$ cat config.mk
export PLATFORM = sky130hd
export DESIGN_NAME = imem_loader
export DESIGN_NICKNAME = d
export VERILOG_FILES = /design/src/rtl/imem_loader_pkg.sv /design/src/rtl/imem_loader_byte_packer.sv /design/src/rtl/imem_loader.sv
export SDC_FILE = /design/constraint.sdc
export NUM_CORES = 1
export LEC_CHECK = 0
export CAP_MARGIN = 10
export CORE_ASPECT_RATIO = 0.9
export CORE_MARGIN = 4
export CORE_UTILIZATION = 47
export CTS_CLUSTER_SIZE = 40
export DETAILED_ROUTE_END_ITERATION = 6
export PLACE_DENSITY = 0.77
export RECOVER_POWER = 100
export SLEW_MARGIN = 15
export SYNTH_ARGS = -nofsm -noshare
export SYNTH_HDL_FRONTEND = slang
export SYNTH_SLANG_ARGS = --single-unit
$ cat constraint.sdc
create_clock -name clk -period 8 [get_ports clk]
set_clock_uncertainty 0.1 [all_clocks]
set_input_delay 1.6 -clock clk [delete_from_list [all_inputs] [get_ports clk]]
set_output_delay 1.6 -clock clk [all_outputs]
set_load 0.01 [all_outputs]
$ cat src/rtl/imem_loader_pkg.sv
// Shared types and constants for the boot-time instruction-memory loader.
// The state encoding is exported so checkers can decode the debug state output.
package imem_loader_pkg;

  typedef enum logic [2:0] {
    ST_LEN   = 3'd0,
    ST_DATA  = 3'd1,
    ST_WRITE = 3'd2,
    ST_DONE  = 3'd3,
    ST_ERR   = 3'd4
  } loader_state_t;

  localparam int HDR_BYTES  = 4;
  localparam int WORD_BYTES = 4;

  // Little-endian lane insert: byte k lands in bits [8k+7:8k].
  function automatic logic [31:0] insert_byte(input logic [31:0] word,
                                              input logic [1:0]  lane,
                                              input logic [7:0]  data);
    logic [31:0] res;
    res = word;
    res[{lane, 3'b000} +: 8] = data;
    return res;
  endfunction

endpackage

$ cat src/rtl/imem_loader_byte_packer.sv
// Packs consecutive bytes into a 32-bit little-endian word; reused for the
// length header and for every data word.
module byte_packer
  import imem_loader_pkg::*;
(
  input  logic        clk,
  input  logic        rst_n,
  input  logic        clear,
  input  logic        in_valid,
  input  logic [7:0]  in_byte,
  output logic        full,
  output logic [31:0] word_next,
  output logic [1:0]  idx
);

  logic [1:0]  idx_q, idx_d;
  logic [31:0] word_q, word_d;

  // full marks the byte that completes a group; word_next already holds it.
  always_comb begin
    idx_d     = idx_q;
    word_d    = word_q;
    full      = 1'b0;
    word_next = word_q;
    if (clear) begin
      idx_d  = 2'd0;
      word_d = 32'd0;
    end else if (in_valid) begin
      word_next = insert_byte(word_q, idx_q, in_byte);
      word_d    = word_next;
      idx_d     = idx_q + 2'd1;
      full      = (idx_q == 2'(WORD_BYTES - 1));
    end
  end

  always_ff @(posedge clk or negedge rst_n) begin
    if (!rst_n) begin
      idx_q  <= 2'd0;
      word_q <= 32'd0;
    end else begin
      idx_q  <= idx_d;
      word_q <= word_d;
    end
  end

  assign idx = idx_q;

endmodule

$ cat src/rtl/imem_loader.sv
// Boot loader: reads a length-prefixed little-endian byte stream, writes the
// words into instruction memory and releases the core reset when finished.
module imem_loader
  import imem_loader_pkg::*;
#(
  parameter int                ADDR_W    = 32,
  parameter logic [ADDR_W-1:0] BASE_ADDR = '0,
  parameter int                MAX_WORDS = 1024
) (
  input  logic              clk,
  input  logic              rst_n,
  input  logic              rx_valid,
  input  logic [7:0]        rx_data,
  output logic              rx_ready,
  output logic              mem_we,
  output logic [ADDR_W-1:0] mem_addr,
  output logic [31:0]       mem_wdata,
  input  logic              mem_ready,
  output logic              core_rst_n,
  output logic              done,
  output logic              err,
  output loader_state_t     dbg_state
);

  // Handshakes: a byte moves on rx_valid & rx_ready; a write completes on
  // mem_we & mem_ready, with mem_addr/mem_wdata held until that cycle.

  loader_state_t     state_q, state_d;
  logic [31:0]       count_q, count_d;
  logic [31:0]       idx_q, idx_d;
  logic [ADDR_W-1:0] mem_addr_q, mem_addr_d;
  logic [31:0]       mem_wdata_q, mem_wdata_d;
  logic              done_q, done_d;
  logic              err_q, err_d;
  logic              core_rst_n_q, core_rst_n_d;

  logic              byte_fire;
  logic              pk_full;
  logic [31:0]       pk_word;
  logic [1:0]        pk_idx;
  logic [31:0]       idx_inc;

  assign rx_ready  = (state_q == ST_LEN) || (state_q == ST_DATA);
  assign mem_we    = (state_q == ST_WRITE);
  assign byte_fire = rx_valid & rx_ready;
  assign idx_inc   = idx_q + 32'd1;

  byte_packer u_packer (
    .clk       (clk),
    .rst_n     (rst_n),
    .clear     (~rx_ready),
    .in_valid  (byte_fire),
    .in_byte   (rx_data),
    .full      (pk_full),
    .word_next (pk_word),
    .idx       (pk_idx)
  );

  always_comb begin
    state_d      = state_q;
    count_d      = count_q;
    idx_d        = idx_q;
    mem_addr_d   = mem_addr_q;
    mem_wdata_d  = mem_wdata_q;
    done_d       = done_q;
    err_d        = err_q;
    core_rst_n_d = core_rst_n_q;
    case (state_q)
      ST_LEN: begin
        if (pk_full) begin
          count_d = pk_word;
          if (pk_word == 32'd0) begin
            state_d      = ST_DONE;
            done_d       = 1'b1;
            core_rst_n_d = 1'b1;
          end else if (pk_word > 32'(MAX_WORDS)) begin
            state_d = ST_ERR;
            err_d   = 1'b1;
          end else begin
            state_d = ST_DATA;
          end
        end
      end
      ST_DATA: begin
        if (pk_full) begin
          mem_wdata_d = pk_word;
          state_d     = ST_WRITE;
        end
      end
      ST_WRITE: begin
        if (mem_ready) begin
          idx_d = idx_inc;
          // Byte address wraps silently at the top of the address space.
          mem_addr_d = BASE_ADDR + ADDR_W'({idx_inc, 2'b00});
          if (idx_inc == count_q) begin
            state_d      = ST_DONE;
            done_d       = 1'b1;
            core_rst_n_d = 1'b1;
          end else begin
            state_d = ST_DATA;
          end
        end
      end
      ST_DONE: state_d = ST_DONE;
      ST_ERR:  state_d = ST_ERR;
      default: begin
        state_d = ST_ERR;
        err_d   = 1'b1;
      end
    endcase
  end

  always_ff @(posedge clk or negedge rst_n) begin
    if (!rst_n) begin
      state_q      <= ST_LEN;
      count_q      <= 32'd0;
      idx_q        <= 32'd0;
      mem_addr_q   <= BASE_ADDR;
      mem_wdata_q  <= 32'd0;
      done_q       <= 1'b0;
      err_q        <= 1'b0;
      core_rst_n_q <= 1'b0;
    end else begin
      state_q      <= state_d;
      count_q      <= count_d;
      idx_q        <= idx_d;
      mem_addr_q   <= mem_addr_d;
      mem_wdata_q  <= mem_wdata_d;
      done_q       <= done_d;
      err_q        <= err_d;
      core_rst_n_q <= core_rst_n_d;
    end
  end

  assign mem_addr   = mem_addr_q;
  assign mem_wdata  = mem_wdata_q;
  assign done       = done_q;
  assign err        = err_q;
  assign core_rst_n = core_rst_n_q;
  assign dbg_state  = state_q;

  logic unused_ok;
  assign unused_ok = ^pk_idx;

endmodule

==> flow_metrics.tcl, run 1 <==
set metrics [dict create \
    status "finished with violations" \
    violations "design-rule violations, max-capacitance violations, max-slew violations" \
    drive_gt1_frac 0.06289 \
    crit_family "simple AND/OR/NAND/NOR gates" \
    fmax_mhz 194.8 \
    synth.most_common_cell "dfrtp_1" \
    die_w_um 140.1 \
    ant_nets 0 \
    synth_warnings 0 \
    regArea_um2 3378 \
    rr_startpoint "dbg_state[2]$_DFFE_PN0P_" \
    r2r-end "mem_wdata[7]$_DFFE_PN0P_" \
    ys_seq_area_frac 0.4576 \
    synth.ff_latch_count 135 \
    path_class "input pin to register" \
    clk_pin_slew_ns 0.05 \
    grt_start_max_net_pins 73 \
    overflow 0 \
    grt_first_pass_wirelength_um 30060 \
    antennaDiodeCount 0 \
    rrSetupSlack_ns 4.34 \
    synth_area_leaders "dfrtp_1 (46%), nand2_1 (5.6%), o21ai_0 (5.4%)" \
    end_kind "register" \
    synth_common_cells "dfrtp_1 (135), nand2_1 (111), o21ai_0 (79)" \
    postSynthCellCount 793 \
    rows 43 \
    crit_chain "dlygate4sd3_1, nor3b_1, nand3_1, o21ai_0" \
    wire_per_inst_um 18.21 \
    drt-initial-drc-count 622 \
    cts_sinks 135 \
    num-nets-final 818 \
    vias_per_cell 5.946 \
    slew_headroom -1.224 \
    tightest_slew_ns 3.336 \
    first_pass_iters 7 \
    dieHeight_um 126.9 \
    finalMaxSlewViolations 199 \
    cellLeakagePower_uw 0.003804 \
    max_stage_delay_ns 1.51 \
    syn2layout_area_growth_pct 16.05 \
    preCtsSetupSlack_ns 3.209 \
    antenna_found_initial 0 \
    min_period_ns 5.132 \
    async_reset_ff_frac 1.000 \
    design_area_um2 8567 \
    place_hpwl_um 13170 \
    start_util 0.4798 \
    cts_tree "yes" \
    drv_cap 3 \
    track_usage 0.2099 \
    core_area_um2 15390 \
    cp_max_fo 65 \
    wl_um 18450 \
    insertion_delay_ns 0.42 \
    cp.buffers_inverters 1 \
    syn_avg_cell_area_um2 9.309 \
    hold_buffers 0 \
    cts_resized 0 \
    port_buffers 81 \
    pin_count 84 \
    cts_max_level 4 \
    cts_root_buf "clkbuf_16" \
    period_share 0.6415 \
    power_uw 1565 \
    holdCritStartpoint "mem_wdata[9]$_DFFE_PN0P_" \
    drc 3 \
    cts_made_buffers 17 \
    synth.distinct_cells 64 \
    multi_input_area_um2 3468 \
    timing.final.ws_setup_ns 2.868 \
    rsz0062_at_grt "false" \
    clock_path_buffers 2 \
    peakVddDrop_mv 0.1451 \
    hold_depth 2 \
    ff2ff_path_depth 3 \
    place_area_um2 7974 \
    cp_data_required_time_ns 8.16 \
    grt_pass1_vias 5703 \
    vias 6023 \
    cts_setup_buffers 0 \
    synth_top_cell_area_share 0.4576 \
    finalHoldViolCount 0 \
    utilization 0.5568 \
    hp-class "register to register" \
    crit_slowest_cell "nand3_1" \
    finalSetupViolations 0 \
    synth-edff-count 0 \
    start_kind "input pin" \
    hold_end "mem_wdata[9]$_DFFE_PN0P_" \
    synth-main-ff-cell "dfrtp_1" \
    dieArea_um2 17780 \
    gp_congestion 0.9132 \
    nFillCells 1363 \
    netlist_area_um2 7382 \
    power.density_nw_per_um2 182.7 \
    synthDominantAreaCellType "dfrtp_1" \
    cp.arrival_ns 5.30 \
    setup_tns_ns 0 \
]
-- tightest hold or removal path: stages, from the launching register on --
cell     delay, ns
dfrtp_1       0.33
nand2_1       0.05
o21ai_0       0.06
-- cell usage in the layout, fill, tap and decap left out, drive strengths merged, types with 22 or more instances in the layout --
master / synthesis / final
dfrtp: 135 / 135
a22o: 26 / 26
xor2: 32 / 32
nand3: 22 / 22
clkbuf: 50 / 23
nand2: 111 / 111
dlygate4sd3: 0 / 71
xnor2: 37 / 37
o21ai: 80 / 80
nor2: 34 / 34
-- where the power goes --
| part | internal (µW) | leakage, µW | switching, µW |
|---|---|---|---|
| Combinational | 21.2 | 0.00165 | 40.6 |
| Sequential | 687 | 0.00186 | 7.01 |
| Clock | 532 | 0.000295 | 277 |
| Total | 1240 | 0.00380 | 325 |
-- worst max path at each step --
stage / startpoint / end / slack (ns) / cells past startpoint
CTS: rx_valid / err$_DFFE_PN0P_ / 3.69 / 8
finish: rx_valid / mem_wdata[7]$_DFFE_PN0P_ / 2.87 / 4
detailed placement: rx_valid / err$_DFFE_PN0P_ / 3.21 / 8
floorplan: rx_valid / dbg_state[1]$_DFFE_PN0P_ / 4.31 / 8
global route: rst_n / mem_wdata[9]$_DFFE_PN0P_ / 2.46 / 2
global placement: rx_valid / err$_DFFE_PN0P_ / 3.33 / 8
-- registers in the layout, summed over array words and instances, names as in the netlist --
register / count
count_q: 32
core_rst_n: 1
idx_q: 32
mem_wdata: 32
u_packer.word_q: 32
dbg_state: 3
u_packer.idx: 2
err: 1
-- metal layers --
metal  track usage  share of wire  vias to the layer above
li1              -              -                     2801
met1        0.3026           0.45                     2905
met2        0.3112           0.45                      274
met3       0.04749          0.072                       43
met4       0.07749          0.022                        0
met5             0              0                        -
-- cell families after synthesis --
group           share of synthesized area
compound gates                     0.1644
fa+ha+maj                         0.01017
xor+xnor                          0.08186
other cells                     0.0005080
flops                              0.4576
mux                               0.01000
simple gates                       0.2024
buf+inv                           0.07305
-- final cells by class --
| class | instances | area share |
|---|---|---|
| Clock buffer | 21 | 0.05375 |
| Tap cell | 202 | 0.02950 |
| Timing Repair Buffer | 84 | 0.09610 |
| Multi-Input combinational cell | 553 | 0.4048 |
| Inverter | 9 | 0.003943 |
| Clock inverter | 9 | 0.01753 |
| Sequential cell | 135 | 0.3943 |
-- stage by stage --
| step | std cells | hold WS [ns] |
|---|---|---|
| finish | 1013 | 0.3754 |
| global route | 1013 | 0.4101 |
| CTS | 1013 | 0.3837 |
| detailed placement | 983 | 0.3659 |
| global placement | 983 | 0.3676 |
| floorplan | 794 | 0.3480 |
No activity file was read; power rests on OpenSTA's default activity.
==> inputs of run 2 (changes only) <==
Settings changed: PLACE_DENSITY 0.77 to 0.79.
Clock period 8 ns to 4.4 ns, I/O delays scaled along.
==> run 2 against run 1 <==
Net effect: the flow finishes with violations (max-capacitance violations, max-slew violations); combinational power rose by 83%; cell count increased by 1.1%; non-clock buffer count increased by 11; sequential share of layout area fell by 0.11 points; total power rose by 75%; critical endpoint is now err$_DFFE_PN0P_; critical path type unchanged; die area is the same; design area grew 0.28%.
==> flow_metrics.tcl, run 2 (synthesis results as in run 1) <==
set metrics [dict create \
    dieHeight_um 126.9 \
    cp_max_fo 67 \
    insertion_delay_ns 0.42 \
    hold_end "mem_wdata[2]$_DFFE_PN0P_" \
    place_hpwl_um 13350 \
    holdCritStartpoint "mem_wdata[2]$_DFFE_PN0P_" \
    cts_root_buf "clkbuf_16" \
    grt_first_pass_wirelength_um 30300 \
    drc 0 \
    rows 43 \
    path_class "input pin to register" \
    start_kind "input pin" \
    cts_made_buffers 17 \
    rsz0062_at_grt "false" \
    vias_per_cell 5.945 \
    syn2layout_area_growth_pct 16.37 \
    status "finished with violations" \
    cts_tree "yes" \
    port_buffers 81 \
    layout_commonest_cell "dfrtp_1" \
    slew_headroom -0.7617 \
    grt_pass1_vias 5651 \
    wl_um 18900 \
    start_util 0.4798 \
    cp.arrival_ns 3.91 \
    antennaDiodeCount 0 \
    drv_cap 2 \
    min_period_ns 3.725 \
    hold_depth 2 \
    cts_max_level 4 \
    pin_count 84 \
    tightest_slew_ns 2.643 \
    dieArea_um2 17780 \
    cts_resized 0 \
    vias 6088 \
    setup_tns_ns 0 \
    finalMaxSlewViolations 178 \
    drive_gt1_frac 0.07299 \
    num-nets-final 829 \
    gp_congestion 0.9089 \
    cp_data_required_time_ns 4.59 \
    cts_sinks 135 \
    hp-class "register to register" \
    period_share 0.8465 \
    clk_pin_slew_ns 0.06 \
    overflow 0 \
    cts_setup_buffers 0 \
    cellLeakagePower_uw 0.003821 \
    end_kind "register" \
    drt-initial-drc-count 829 \
    layout_common_cells "dfrtp_1 (135), nand2_1 (111), o21ai_0 (80)" \
    finalHoldViolCount 0 \
    nFillCells 1410 \
    ff2ff_path_depth 4 \
    first_pass_iters 5 \
    hold_buffers 0 \
    clock_path_buffers 2 \
    die_w_um 140.1 \
    antenna_found_initial 0 \
    track_usage 0.2126 \
    violations "max-capacitance violations, max-slew violations" \
    rr_startpoint "dbg_state[1]$_DFFE_PN0P_" \
    finalSetupViolations 0 \
    fmax_mhz 268.5 \
    ant_nets 0 \
    power.density_nw_per_um2 318.3 \
    r2r-end "err$_DFFE_PN0P_" \
    power_uw 2734 \
    peakVddDrop_mv 0.2696 \
    rrSetupSlack_ns 0.78 \
    core_area_um2 15390 \
    grt_start_max_net_pins 110 \
    wire_per_inst_um 18.46 \
]
==> run 2: cell count changes in the layout (fill, tap and decap cells not counted) <==
| cell | change |
|---|---|
| clkinvlp_4 | +1 |
| nand3_2 | +1 |
| clkbuf_1 | +3 |
| clkbuf_2 | +2 |
| buf_4 | +6 |
| bufinv_16 | -2 |
| clkinv_2 | +1 |
| nand3_1 | -1 |
==> run 2: per-layer routing <==
layer  share of wire  track usage  routed length (µm)  vias up
li1                -            -                   -     2833
met1            0.45       0.3049                8559     2953
met2            0.46       0.3228                8693      260
met3           0.070      0.05277                1322       42
met4           0.017      0.05926                 323        0
met5               0            0                   0        -
==> run 2: layout make-up <==
cell class                 instances  area [µm²]  area share
sequential                       135        3378      0.3932
tap                              202       252.7     0.02942
clock inverter                     9       102.6     0.01194
multi-input combinational        553        3473      0.4043
clock buffer                      21       460.4     0.05360
timing repair buffer              95       889.6      0.1036
inverter                           9       33.78    0.003932
==> run 2: how the worst max path moves through the flow <==
stage | from | to | slack [ns]
after floorplan | u_packer.idx[0]$_DFFE_PN0P_ | core_rst_n$_DFFE_PN0P_ | 1.40
after global placement | rx_valid | err$_DFFE_PN0P_ | 0.57
after detailed placement | rx_valid | err$_DFFE_PN0P_ | 0.58
after CTS | rx_valid | err$_DFFE_PN0P_ | 1.01
after global routing | rx_valid | err$_DFFE_PN0P_ | 0.37
final | rx_valid | err$_DFFE_PN0P_ | 0.68
==> run 2: through the flow <==
step | std cells | setup WS [ns] | hold slack, ns | util | instance area [µm²]
global placement | 994 | 0.5692 | 0.3640 | 0.5236 | 8056
CTS | 1024 | 1.009 | 0.3826 | 0.5602 | 8620
floorplan | 794 | 1.399 | 0.3480 | - | 7386
detailed placement | 994 | 0.5756 | 0.3697 | 0.5236 | 8056
global route | 1024 | 0.3720 | 0.4016 | 0.5583 | 8591
finish | 1024 | 0.6754 | 0.3729 | 0.5583 | 8591
==> run 2: where the power goes <==
group	switching (µW)	internal, µW	leakage, µW
Combinational	72.4	41.0	0.00169
Clock	508	852	0.000271
Sequential	12.2	1250	0.00186
==> run 2: worst max-delay path, stage by stage <==
cell	delay (ns)
dlygate4sd3_1	0.70
nand4bb_1	0.35
or3_1	1.35
nor2_1	0.13
or3b_2	0.49
==> inputs of run 3 (changes only) <==
Clock period 4.4 ns to 3.11 ns, I/O delays scaled along.
==> run 3 against run 2 <==
Net effect: the flow still finishes with violations (max-capacitance violations, max-slew violations); largest power group unchanged; cell count is 4.7% higher; sequential share of layout area is 1.8 points lower; combinational power is 58% higher; total power is 48% higher; first-iteration DRC count is 10% lower; non-clock buffer count is 48 higher; worst hold slack better by 0.0037 ns; worst setup slack worse by 0.52 ns; utilization is 2.6 points higher; die area stayed put.
==> flow_metrics.tcl, run 3 (synthesis results as in run 1) <==
set metrics [dict create \
    ff2ff_path_depth 9 \
    peakVddDrop_mv 0.3836 \
    port_buffers 81 \
    start_kind "input pin" \
    violations "max-capacitance violations, max-slew violations" \
    wl_um 19670 \
    cellLeakagePower_uw 0.004057 \
    grt_pass1_vias 5977 \
    die_w_um 140.1 \
    finalMaxSlewViolations 68 \
    num-nets-final 877 \
    cp.arrival_ns 3.14 \
    slew_headroom -0.09330 \
    crit_end "err$_DFFE_PN0P_" \
    min_period_ns 2.954 \
    cts_made_buffers 17 \
    place_hpwl_um 14330 \
    stdcell_count 1072 \
    syn2layout_area_growth_pct 21.80 \
    layout_common_cells "dfrtp_1 (135), nand2_1 (111), o21ai_0 (80)" \
    crit_start "rx_valid" \
    start_util 0.4798 \
    track_usage 0.2245 \
    drv_cap 1 \
    finalSetupViolations 0 \
    fmax_mhz 338.5 \
    cp_data_required_time_ns 3.30 \
    dp_cells 1042 \
    clock_path_buffers 2 \
    cts_tree "yes" \
    period_share 0.9500 \
    r2r-end "err$_DFFE_PN0P_" \
    first_pass_iters 6 \
    utilization 0.5843 \
    grt_start_max_net_pins 68 \
    cts_max_level 4 \
    holdCritStartpoint "mem_wdata[28]$_DFFE_PN0P_" \
    vias 6315 \
    pin_count 84 \
    path_class "input pin to register" \
    dieHeight_um 126.9 \
    layout_commonest_cell "dfrtp_1" \
    power.density_nw_per_um2 449.8 \
    cp_max_fo 9 \
    clk_pin_slew_ns 0.06 \
    tightest_slew_ns 1.640 \
    wire_per_inst_um 18.35 \
    rsz0062_at_grt "false" \
    drt-initial-drc-count 744 \
    cts_sinks 135 \
    antennaDiodeCount 0 \
    drc 0 \
    finalHoldViolCount 0 \
    grt_first_pass_wirelength_um 32040 \
    status "finished with violations" \
    hold_depth 2 \
    gp_congestion 0.9310 \
    hp-class "register to register" \
    insertion_delay_ns 0.42 \
    design_area_um2 8991 \
    antenna_found_initial 0 \
    vias_per_cell 5.891 \
    cts_root_buf "clkbuf_16" \
    cts_setup_buffers 0 \
    drive_gt1_frac 0.1218 \
    ant_nets 0 \
    rrSetupSlack_ns 0.23 \
    rr_startpoint "u_packer.idx[1]$_DFFE_PN0P_" \
    end_kind "register" \
    rows 43 \
    overflow 0 \
    place_area_um2 8442 \
    dieArea_um2 17780 \
    core_area_um2 15390 \
]
==> run 3: worst min path at each step <==
stage | slack, ns | end
after detailed placement | 0.37 | mem_wdata[28]$_DFFE_PN0P_
final | 0.38 | mem_wdata[28]$_DFFE_PN0P_
after global routing | 0.41 | mem_wdata[29]$_DFFE_PN0P_
after CTS | 0.12 | u_packer.idx[0]$_DFFE_PN0P_
after floorplan | 0.23 | core_rst_n$_DFFE_PN0P_
after global placement | 0.37 | u_packer.word_q[30]$_DFF_PN0_
==> run 3: area by class of cell <==
| class | instances | area, µm² |
|---|---|---|
| fill | 1354 | 6396 |
| multi-input combinational | 553 | 3488 |
| sequential | 135 | 3378 |
| timing repair buffer | 143 | 1226 |
| clock buffer | 22 | 464.2 |
| tap | 202 | 252.7 |
| clock inverter | 8 | 147.6 |
| inverter | 9 | 33.78 |
==> run 3: critical path, cell delays in order <==
cell and delay, ns:
clkdlybuf4s50_1 0.50, clkbuf_1 0.28, nor4bb_1 0.34, clkbuf_1 0.31, a21o_1 0.18, a31oi_1 0.11
nor3_1 0.25, nor2_1 0.08, or3b_2 0.46
==> run 3: through the flow <==
stage	hold WS, ns	setup TNS [ns]	total power [µW]	worst slack, ns
after floorplan	0.2264	0	1897	0.1089
after global placement	0.3663	-0.1060	1997	-0.06662
after detailed placement	0.3707	-0.1620	2001	-0.09316
after CTS	0.1197	0	4074	0.08696
after global routing	0.4111	0	4167	0.02904
final	0.3766	0	4044	0.1556
==> run 3: power breakdown <==
group          internal [µW]  total [µW]  switching, µW
clock                   1370        2080            712
sequential              1770        1780           13.0
combinational           69.8         179            109
total                   3210        4040            835
==> run 3: repair_timing <==
item / in CTS / in global routing
gates resized for setup: 0 / 4
hold buffers: 0 / 0
endpoints found under the setup margin: 0 / 1
==> run 3: layer usage <==
layer	vias to the layer above	wire length, µm	GRT usage
met5	-	0	0
met4	0	322	0.06211
met3	38	1671	0.05428
met2	316	9084	0.3437
met1	3044	8587	0.3206
li1	2917	-	-
